[config.mk]
export PLATFORM = sky130hd
export DESIGN_NAME = alu_sequencer
export DESIGN_NICKNAME = d
export VERILOG_FILES = /design/src/rtl/alu_seq_pkg.sv /design/src/rtl/alu_ctrl_decode.sv /design/src/rtl/alu_sequencer.sv
export SDC_FILE = /design/constraint.sdc
export NUM_CORES = 1
export LEC_CHECK = 0
export CORE_MARGIN = 2
export CORE_UTILIZATION = 65
export DETAILED_ROUTE_END_ITERATION = 8
export DONT_BUFFER_PORTS = 1
export PLACE_DENSITY = 0.81
export SYNTH_ARGS = -nofsm -noshare
export SYNTH_HDL_FRONTEND = slang
export SYNTH_SLANG_ARGS = --single-unit
[constraint.sdc]
create_clock -name clk_i -period 8.02 [get_ports clk_i]
set_input_delay 2.005 -clock clk_i [delete_from_list [all_inputs] [get_ports clk_i]]
set_output_delay 2.005 -clock clk_i [all_outputs]
set_load 0.02 [all_outputs]
[src/rtl/alu_seq_pkg.sv]
// Shared constants and types for the ALU sequencer: opcodes, ALU select codes, FSM states.
// The multiply path is built only when ALU_SEQ_MUL_EN is defined.
package alu_seq_pkg;

    localparam int unsigned SEQ_WIDTH = 24;
    localparam int unsigned OPC_W     = 3;
    localparam int unsigned ALUOP_W   = 2;

    localparam logic [OPC_W-1:0] OPC_AND  = 3'b000;
    localparam logic [OPC_W-1:0] OPC_OR   = 3'b001;
    localparam logic [OPC_W-1:0] OPC_ADD  = 3'b010;
    localparam logic [OPC_W-1:0] OPC_SUB  = 3'b011;
    localparam logic [OPC_W-1:0] OPC_SLT  = 3'b100;
    localparam logic [OPC_W-1:0] OPC_NOR  = 3'b101;
    localparam logic [OPC_W-1:0] OPC_MUL  = 3'b110;
    localparam logic [OPC_W-1:0] OPC_RSVD = 3'b111;

    localparam logic [ALUOP_W-1:0] ALUOP_AND  = 2'b00;
    localparam logic [ALUOP_W-1:0] ALUOP_OR   = 2'b01;
    localparam logic [ALUOP_W-1:0] ALUOP_ADD  = 2'b10;
    localparam logic [ALUOP_W-1:0] ALUOP_LESS = 2'b11;

    typedef enum logic [1:0] {
        ST_IDLE = 2'b00,
        ST_EXEC = 2'b01,
        ST_MUL  = 2'b10,
        ST_DONE = 2'b11
    } state_e;

    typedef struct packed {
        logic               a_inv;
        logic               b_inv;
        logic               cin;
        logic [ALUOP_W-1:0] op;
    } alu_ctrl_t;

    // Only the arithmetic passes report the ALU carry-out.
    function automatic logic has_carry(input logic [OPC_W-1:0] opc);
        return (opc == OPC_ADD) || (opc == OPC_SUB) || (opc == OPC_SLT);
    endfunction

endpackage

[src/rtl/alu_ctrl_decode.sv]
// Combinational opcode to ALU control-pin translation.
module alu_ctrl_decode
    import alu_seq_pkg::*;
(
    input  logic [OPC_W-1:0] opcode_i,
    output alu_ctrl_t        ctrl_o
);

    always_comb begin
        ctrl_o = '0;
        case (opcode_i)
            OPC_AND: ctrl_o.op = ALUOP_AND;
            OPC_OR:  ctrl_o.op = ALUOP_OR;
            OPC_ADD: ctrl_o.op = ALUOP_ADD;
            OPC_SUB: ctrl_o = '{a_inv: 1'b0, b_inv: 1'b1, cin: 1'b1, op: ALUOP_ADD};
            OPC_SLT: ctrl_o = '{a_inv: 1'b0, b_inv: 1'b1, cin: 1'b1, op: ALUOP_LESS};
            OPC_NOR: ctrl_o = '{a_inv: 1'b1, b_inv: 1'b1, cin: 1'b0, op: ALUOP_AND};
            OPC_MUL: ctrl_o.op = ALUOP_ADD;
            default: ctrl_o = '0;
        endcase
    end

endmodule

[src/rtl/alu_sequencer.sv]
// Request/response sequencer driving the ripple ALU; single-pass ops plus an optional
// 24-step shift-add multiply built only when ALU_SEQ_MUL_EN is defined.
module alu_sequencer
    import alu_seq_pkg::*;
#(
    parameter int unsigned WIDTH = SEQ_WIDTH
) (
    input  logic               clk_i,
    input  logic               rst_i,
    input  logic               req_valid_i,
    output logic               req_ready_o,
    input  logic [OPC_W-1:0]   req_opcode_i,
    input  logic [WIDTH-1:0]   req_a_i,
    input  logic [WIDTH-1:0]   req_b_i,
    output logic               resp_valid_o,
    input  logic               resp_ready_i,
    output logic [WIDTH-1:0]   resp_result_o,
    output logic               resp_carry_o,
    output logic               resp_zero_o,
    output logic [WIDTH-1:0]   alu_a_o,
    output logic [WIDTH-1:0]   alu_b_o,
    output logic               alu_a_invert_o,
    output logic               alu_b_invert_o,
    output logic               alu_cin_o,
    output logic [ALUOP_W-1:0] alu_op_o,
    input  logic [WIDTH-1:0]   alu_result_i,
    input  logic               alu_carry_out_i
);

    state_e             state_q, state_d;
    logic [OPC_W-1:0]   opcode_q, opcode_d;
    logic               req_ready_q, req_ready_d;
    logic               resp_valid_q, resp_valid_d;
    logic [WIDTH-1:0]   result_q, result_d;
    logic               carry_q, carry_d;
    logic               zero_q, zero_d;
    logic [WIDTH-1:0]   alu_a_q, alu_a_d;
    logic [WIDTH-1:0]   alu_b_q, alu_b_d;
    alu_ctrl_t          ctrl_q, ctrl_d;
    alu_ctrl_t          req_ctrl;
    logic               accept;
    logic               req_mul;
    logic               req_rsvd;

    alu_ctrl_decode u_decode (
        .opcode_i (req_opcode_i),
        .ctrl_o   (req_ctrl)
    );

    assign accept = (state_q == ST_IDLE) && req_ready_q && req_valid_i;

`ifdef ALU_SEQ_MUL_EN
    localparam int unsigned CNT_W = $clog2(WIDTH);

    logic [WIDTH-1:0] p_q, p_d;
    logic [WIDTH-1:0] m_q, m_d;
    logic [WIDTH-1:0] q_q, q_d;
    logic [CNT_W-1:0] cnt_q, cnt_d;
    logic             mul_last;

    assign req_mul  = (req_opcode_i == OPC_MUL);
    assign req_rsvd = (req_opcode_i == OPC_RSVD);
    assign mul_last = (cnt_q == CNT_W'(WIDTH - 1));

    // Shift-add step: the ALU adds M into P whenever the current multiplier bit is set.
    always_comb begin
        p_d   = p_q;
        m_d   = m_q;
        q_d   = q_q;
        cnt_d = cnt_q;
        if (accept && req_mul) begin
            p_d   = '0;
            m_d   = req_a_i;
            q_d   = req_b_i;
            cnt_d = '0;
        end else if (state_q == ST_MUL) begin
            if (q_q[0]) begin
                p_d = alu_result_i;
            end
            m_d   = m_q << 1;
            q_d   = q_q >> 1;
            cnt_d = cnt_q + CNT_W'(1);
        end
    end

    always_ff @(posedge clk_i or posedge rst_i) begin
        if (rst_i) begin
            p_q   <= '0;
            m_q   <= '0;
            q_q   <= '0;
            cnt_q <= '0;
        end else begin
            p_q   <= p_d;
            m_q   <= m_d;
            q_q   <= q_d;
            cnt_q <= cnt_d;
        end
    end
`else
    assign req_mul  = 1'b0;
    assign req_rsvd = (req_opcode_i == OPC_RSVD) || (req_opcode_i == OPC_MUL);
`endif

    always_ff @(posedge clk_i or posedge rst_i) begin
        if (rst_i) begin
            state_q <= ST_IDLE;
        end else begin
            state_q <= state_d;
        end
    end

    always_comb begin
        state_d = state_q;
        case (state_q)
            ST_IDLE: begin
                if (accept) begin
                    if (req_mul)       state_d = ST_MUL;
                    else if (req_rsvd) state_d = ST_DONE;
                    else               state_d = ST_EXEC;
                end
            end
            ST_EXEC: state_d = ST_DONE;
`ifdef ALU_SEQ_MUL_EN
            ST_MUL:  if (mul_last) state_d = ST_DONE;
`endif
            ST_DONE: if (resp_ready_i) state_d = ST_IDLE;
            default: state_d = ST_IDLE;
        endcase
    end

    // Next values of the registered outputs; ALU pins are zero except while a pass is in flight.
    always_comb begin
        opcode_d     = opcode_q;
        req_ready_d  = req_ready_q;
        resp_valid_d = resp_valid_q;
        result_d     = result_q;
        carry_d      = carry_q;
        zero_d       = zero_q;
        alu_a_d      = '0;
        alu_b_d      = '0;
        ctrl_d       = '0;
        case (state_q)
            ST_IDLE: begin
                req_ready_d = 1'b1;
                if (accept) begin
                    req_ready_d = 1'b0;
                    opcode_d    = req_opcode_i;
                    if (req_rsvd) begin
                        resp_valid_d = 1'b1;
                        result_d     = '0;
                        carry_d      = 1'b0;
                        zero_d       = 1'b1;
                    end else begin
                        alu_a_d = req_mul ? '0 : req_a_i;
                        alu_b_d = req_mul ? req_a_i : req_b_i;
                        ctrl_d  = req_ctrl;
                    end
                end
            end
            ST_EXEC: begin
                resp_valid_d = 1'b1;
                result_d     = alu_result_i;
                carry_d      = has_carry(opcode_q) & alu_carry_out_i;
                zero_d       = (alu_result_i == '0);
            end
`ifdef ALU_SEQ_MUL_EN
            ST_MUL: begin
                if (mul_last) begin
                    resp_valid_d = 1'b1;
                    result_d     = p_d;
                    carry_d      = 1'b0;
                    zero_d       = (p_d == '0);
                end else begin
                    alu_a_d = p_d;
                    alu_b_d = m_d;
                    ctrl_d  = ctrl_q;
                end
            end
`endif
            ST_DONE: begin
                if (resp_ready_i) begin
                    resp_valid_d = 1'b0;
                    req_ready_d  = 1'b1;
                end
            end
            default: ;
        endcase
    end

    always_ff @(posedge clk_i or posedge rst_i) begin
        if (rst_i) begin
            opcode_q     <= '0;
            req_ready_q  <= 1'b0;
            resp_valid_q <= 1'b0;
            result_q     <= '0;
            carry_q      <= 1'b0;
            zero_q       <= 1'b0;
            alu_a_q      <= '0;
            alu_b_q      <= '0;
            ctrl_q       <= '0;
        end else begin
            opcode_q     <= opcode_d;
            req_ready_q  <= req_ready_d;
            resp_valid_q <= resp_valid_d;
            result_q     <= result_d;
            carry_q      <= carry_d;
            zero_q       <= zero_d;
            alu_a_q      <= alu_a_d;
            alu_b_q      <= alu_b_d;
            ctrl_q       <= ctrl_d;
        end
    end

    assign req_ready_o    = req_ready_q;
    assign resp_valid_o   = resp_valid_q;
    assign resp_result_o  = result_q;
    assign resp_carry_o   = carry_q;
    assign resp_zero_o    = zero_q;
    assign alu_a_o        = alu_a_q;
    assign alu_b_o        = alu_b_q;
    assign alu_a_invert_o = ctrl_q.a_inv;
    assign alu_b_invert_o = ctrl_q.b_inv;
    assign alu_cin_o      = ctrl_q.cin;
    assign alu_op_o       = ctrl_q.op;

endmodule

---- Yosys cells after proc, flatten, opt, wreduce, memory -nomap -nowiden ----
Index checks and enable logic that the tools add are counted.
word-level totals
  output and inout port bits .............. 81
  input port bits ......................... 80
  register bits ........................... 86
operators by class
  reduce and logical (&&, ||, !) cells .... 17
  equal/unequal tests ..................... 15
  bitwise gates (word level) .............. 1
  muxes and demuxes ....................... 29
operators by type and width
  kind                                                              count
  24-bit two-way mux                                                8
  24-bit case mux with 2 select lines                               1
  24-bit zero test                                                  1
  3-bit == test (second input constant)                             5
  5-bit two-way mux                                                 3
  3-bit by 2-bit == test with 1-bit output (second input constant)  4
  2-bit case mux with 3 select lines                                2
  1-bit two-way mux                                                 7
  2-bit two-way mux                                                 3
  2-bit inequality test (second input constant)                     3
  1-bit case mux with 2 select lines                                3
  3-bit case mux with 2 select lines                                1
  2-bit AND reduction                                               3
  4-bit AND reduction                                               1
  2-bit nonzero test                                                2
  3-bit by 1-bit == test with 1-bit output (second input constant)  1
  1-bit logical OR                                                  3
  1-bit case mux with 3 select lines                                1
  3-bit AND reduction                                               1
  3-bit nonzero test                                                1
  3-bit OR reduction                                                1
  2-bit by 1-bit == test with 1-bit output (second input constant)  1
  2-bit == test (second input constant)                             1
  1-bit logical AND                                                 2
  other kinds (3)                                                   3

---- Longest topological paths before layout ----
  word-level depth ........................ 6
  depth in mapped cells ................... 6

---- Hierarchy ----
From an unflattened synthesis, not the netlist that was laid out.
unflattened totals
  cell total of the unflattened synthesis .. 220
  area total of the unflattened synthesis .. 3088.0 um2
by module, submodules not included
  module           times used  cells an instance  area an instance (um2)  seq. area each (um2)
  alu_sequencer    1           210                3036.7                  2152.1
  alu_ctrl_decode  1           10                 51.3                    0.0

---- Worst setup path before layout ----
OpenSTA, ideal clock, no wires.
  kind .................................... input to register
  start point ............................. input port req_opcode_i[1]
  end point ............................... register result_q[10] (netlist: resp_result_o[10])
  slack ................................... 5.086 ns
  cell stages on the path ................. 5
  buffers on the path ..................... 2
  setup time .............................. 0.121 ns
  data required time ...................... 7.899 ns
  data arrival time ....................... 2.813 ns
  cell sequence ........................... buf_2 a41o_1 nand2_2 buf_2 a22o_1
between the ends
  cells in the longest elaborated chain, start to end .. 4
RTL lines
  what                               RTL line              source
  from (decl)                        alu_sequencer.sv:12   input logic [OPC_W-1:0] req_opcode_i,
  3-bit == test                      alu_sequencer.sv:101  assign req_rsvd = (req_opcode_i == OPC_RSVD) || (req_opcode_i == OPC_MUL);
  1-bit logical OR *                 alu_sequencer.sv:101
  2-bit inequality test (no line) *  n/a
  3-bit AND reduction (no line) *    n/a
  to (signal assigned)               alu_sequencer.sv:205  result_q <= result_d;
  to (decl)                          alu_sequencer.sv:34   logic [WIDTH-1:0] result_q, result_d;
Mark *: on every way between the ends. The rest lies on a longest branch, timed or not.
A chain may end at the register's enable or synchronous reset.

---- Worst setup path after layout ----
  start point ............................. input port req_valid_i
  end point ............................... register alu_a_q[7] (netlist: alu_a_o[7])
between the ends
  cells in the longest elaborated chain, start to end .. 3
RTL lines
  what                  RTL line              source
  from (decl)           alu_sequencer.sv:10   input logic req_valid_i,
  1-bit logical AND     alu_sequencer.sv:50   assign accept = (state_q == ST_IDLE) && req_ready_q && req_valid_i;
  24-bit two-way mux    alu_sequencer.sv:145  if (accept) begin
  24-bit two-way mux    alu_sequencer.sv:142  case (state_q)
  via alu_a_d[7]        alu_sequencer.sv:37   logic [WIDTH-1:0] alu_a_q, alu_a_d;
  to (signal assigned)  alu_sequencer.sv:208  alu_a_q <= alu_a_d;
  to (decl)             alu_sequencer.sv:37
The timed path passes the listed nets, and every way through them passes these cells.

==> impl_metrics.ini <==
[sta]
maxSlewHeadroom_pct = 47.5
slew_violations = 0
worst_pin_slew_ns = 0.786
clock_skew_ns = 0.00628
finalHoldViolations = 0
setup_viol = 0
fmax_mhz = 311
fin_crit_ns = 3.22
post-route-period-util_pct = 40.1
hold_ws_ns = 0.534
rsz0062_at_grt = false
setup_tns_ns = 0

[cts]
postCtsSetupRepairBufs = 0
cts-root-buf = clkbuf_8
cts_buffer_depth = 2
cts-buffers-inserted = 9
cts_num_sinks = 86
cts_hold_buf = 0
cts_tree = built
cts_htree_levels = 3
cts_resized = 0
clock_latency_ns = 0.33
clkTransAtPathRegs_ns = 0.08

[power]
max-vdd-ir-drop_mv = 0.199
totalPowerFinal_mw = 1.34
p_leak_nw = 1.63
power_density_nw_per_um2 = 401

[cells_and_area]
multi_input_area_um2 = 826
area_growth_pct = 7.78
layout_common_cells = dfrtp_1 (86), and2_1 (28), a22o_1 (24), and2_2 (21), clkbuf_8 (9)
regArea_um2 = 2150
diodes = 0
layout-drive-gt1-share_pct = 20.5
layout.cells.non_filler = 273
nets = 294
final_common_cell = dfrtp_1
fill_cells = 316

[placed_design]
gp_congestion = 0.726
place_inst = 257
portBuffers = 0
dpl.hpwl_um = 4160

[synth]
synth_area_leaders = dfrtp_1 (70%), a22o_1 (6.8%), and2_1 (5.7%)
synth_nets = 295
synth_area_um2 = 3090
synth.ff_latch_count = 86
syn_avg_cell_area_um2 = 14.4
yosysSeqAreaShare_pct = 69.7
synth_flop_cell = dfrtp_1
yosysTopAreaCellShare_pct = 69.7
ys_async_sr_fraction_pct = 100
ys_warn_count = 0
synthCells = 215
synth-edff-count = 0
ys_types = 32
synth_area_leader_cell = dfrtp_1

[critical_path]
required_ns = 8.29
arrival_ns = 3.49
cp-end-kind = flop
reg2reg_slack_ns = 5.90
regToRegStartpoint = req_ready_o
timing.rr.end = alu_a_o[7]
path_class = primary input to flop
crit_end = alu_a_o[7]
cp-start-kind = primary input
reg2reg_depth = 3
crit_fanout = 48
crit_start = req_valid_i

[global_routing]
first_global_vias = 1690
global_route.usage.total_pct = 22.0
grt_pass1_wl_um = 8400
antenna_found_initial = 0
grt_max_degree = 49
grt-ovfl-total = 0

[detailed_routing]
drc = 0
dr.first_iter.drc_count = 103
wl_per_cell_um = 21.2
drt_pre_antenna_iters = 4
vias_per_cell = 6.10
wl_um = 5790
vias = 1666
drtAntennaViolNets = 0

[hold_path]
worstHoldPathType = flop to flop

[status]
outcome = finished clean

[floorplan]
fp.dieW_um = 72.9
initial_utilization_pct = 66.2
coreArea_um2 = 4660
die_h_um = 72.9
io_pins = 161
fp.dieArea_um2 = 5320
num_rows = 25

[run]
cap_violations = 0
## registers in the layout (all words and copies together) (netlist names)
signal	count
alu_a_invert_o	1
resp_result_o	24
alu_cin_o	1
alu_op_o	2
alu_b_invert_o	1
resp_valid_o	1
req_ready_o	1
opcode_q	3
alu_a_o	24
resp_carry_o	1
alu_b_o	24
state_q	2
resp_zero_o	1
## cell families after synthesis
group / after synthesis / synth area share, %
flip-flops: 86 / 69.7
AND/OR/NAND/NOR: 72 / 15.1
AO/OA/AOI/OAI: 35 / 9.61
buffers and inverters: 16 / 3.53
multiplexers: 5 / 1.78
XOR/XNOR: 1 / 0.284
## area by class of cell
| type | instances | area share (%) |
|---|---|---|
| Sequential cell | 86 | 64.7 |
| Timing Repair Buffer | 1 | 0.226 |
| Clock buffer | 10 | 3.84 |
| Clock inverter | 6 | 4.02 |
| Tap cell | 54 | 2.03 |
| Inverter | 3 | 0.376 |
| Multi-Input combinational cell | 113 | 24.8 |
## where the power goes
| part | internal, mW | switching (mW) | total (mW) |
|---|---|---|---|
| Clock | 0.239 | 0.142 | 0.380 |
| Combinational | 0.107 | 0.111 | 0.217 |
| Sequential | 0.541 | 0.197 | 0.738 |
## per-layer routing
metal | track usage [%] | share of wire, %
met1 | 25.9 | 38
met5 | 0 | 0
met3 | 9.12 | 9.1
met4 | 12.1 | 0.50
met2 | 34.2 | 53
## worst min path at each step
stage	from	end	slack [ns]	cells past startpoint
2_1_floorplan	opcode_q[0]	opcode_q[0]	0.48	1
3_3_place_gp	opcode_q[0]	opcode_q[0]	0.49	1
3_5_place_dp	opcode_q[2]	opcode_q[2]	0.52	1
4_1_cts	opcode_q[2]	opcode_q[2]	0.54	1
5_1_grt	opcode_q[2]	opcode_q[2]	0.55	1
6_report	opcode_q[2]	opcode_q[2]	0.53	1
## cells in the mapped netlist (all sizes together), types with 2 or more instances
cell	n
o21ai	2
dfrtp	86
nor4	6
nand2	4
a22o	24
nor2	3
mux2	4
buf	11
nand3	2
nand2b	2
a21oi	3
inv	3
and2	49
nor3	2
clkbuf	2
## worst max-delay path, stage by stage
cell       delay (ns)
nand4bb_1        0.41
a21oi_4          0.79
and2_2           0.26
## metrics by stage
step           cell area (um^2)  util, %  setup WS [ns]
2_1_floorplan              3090        -           3.79
3_3_place_gp               3070     65.8           4.57
3_5_place_dp               3070     65.8           4.41
4_1_cts                    3330     71.4           4.78
5_1_grt                    3330     71.4           4.68
6_report                   3330     71.4           4.80
(Power assumes the default switching activity.)
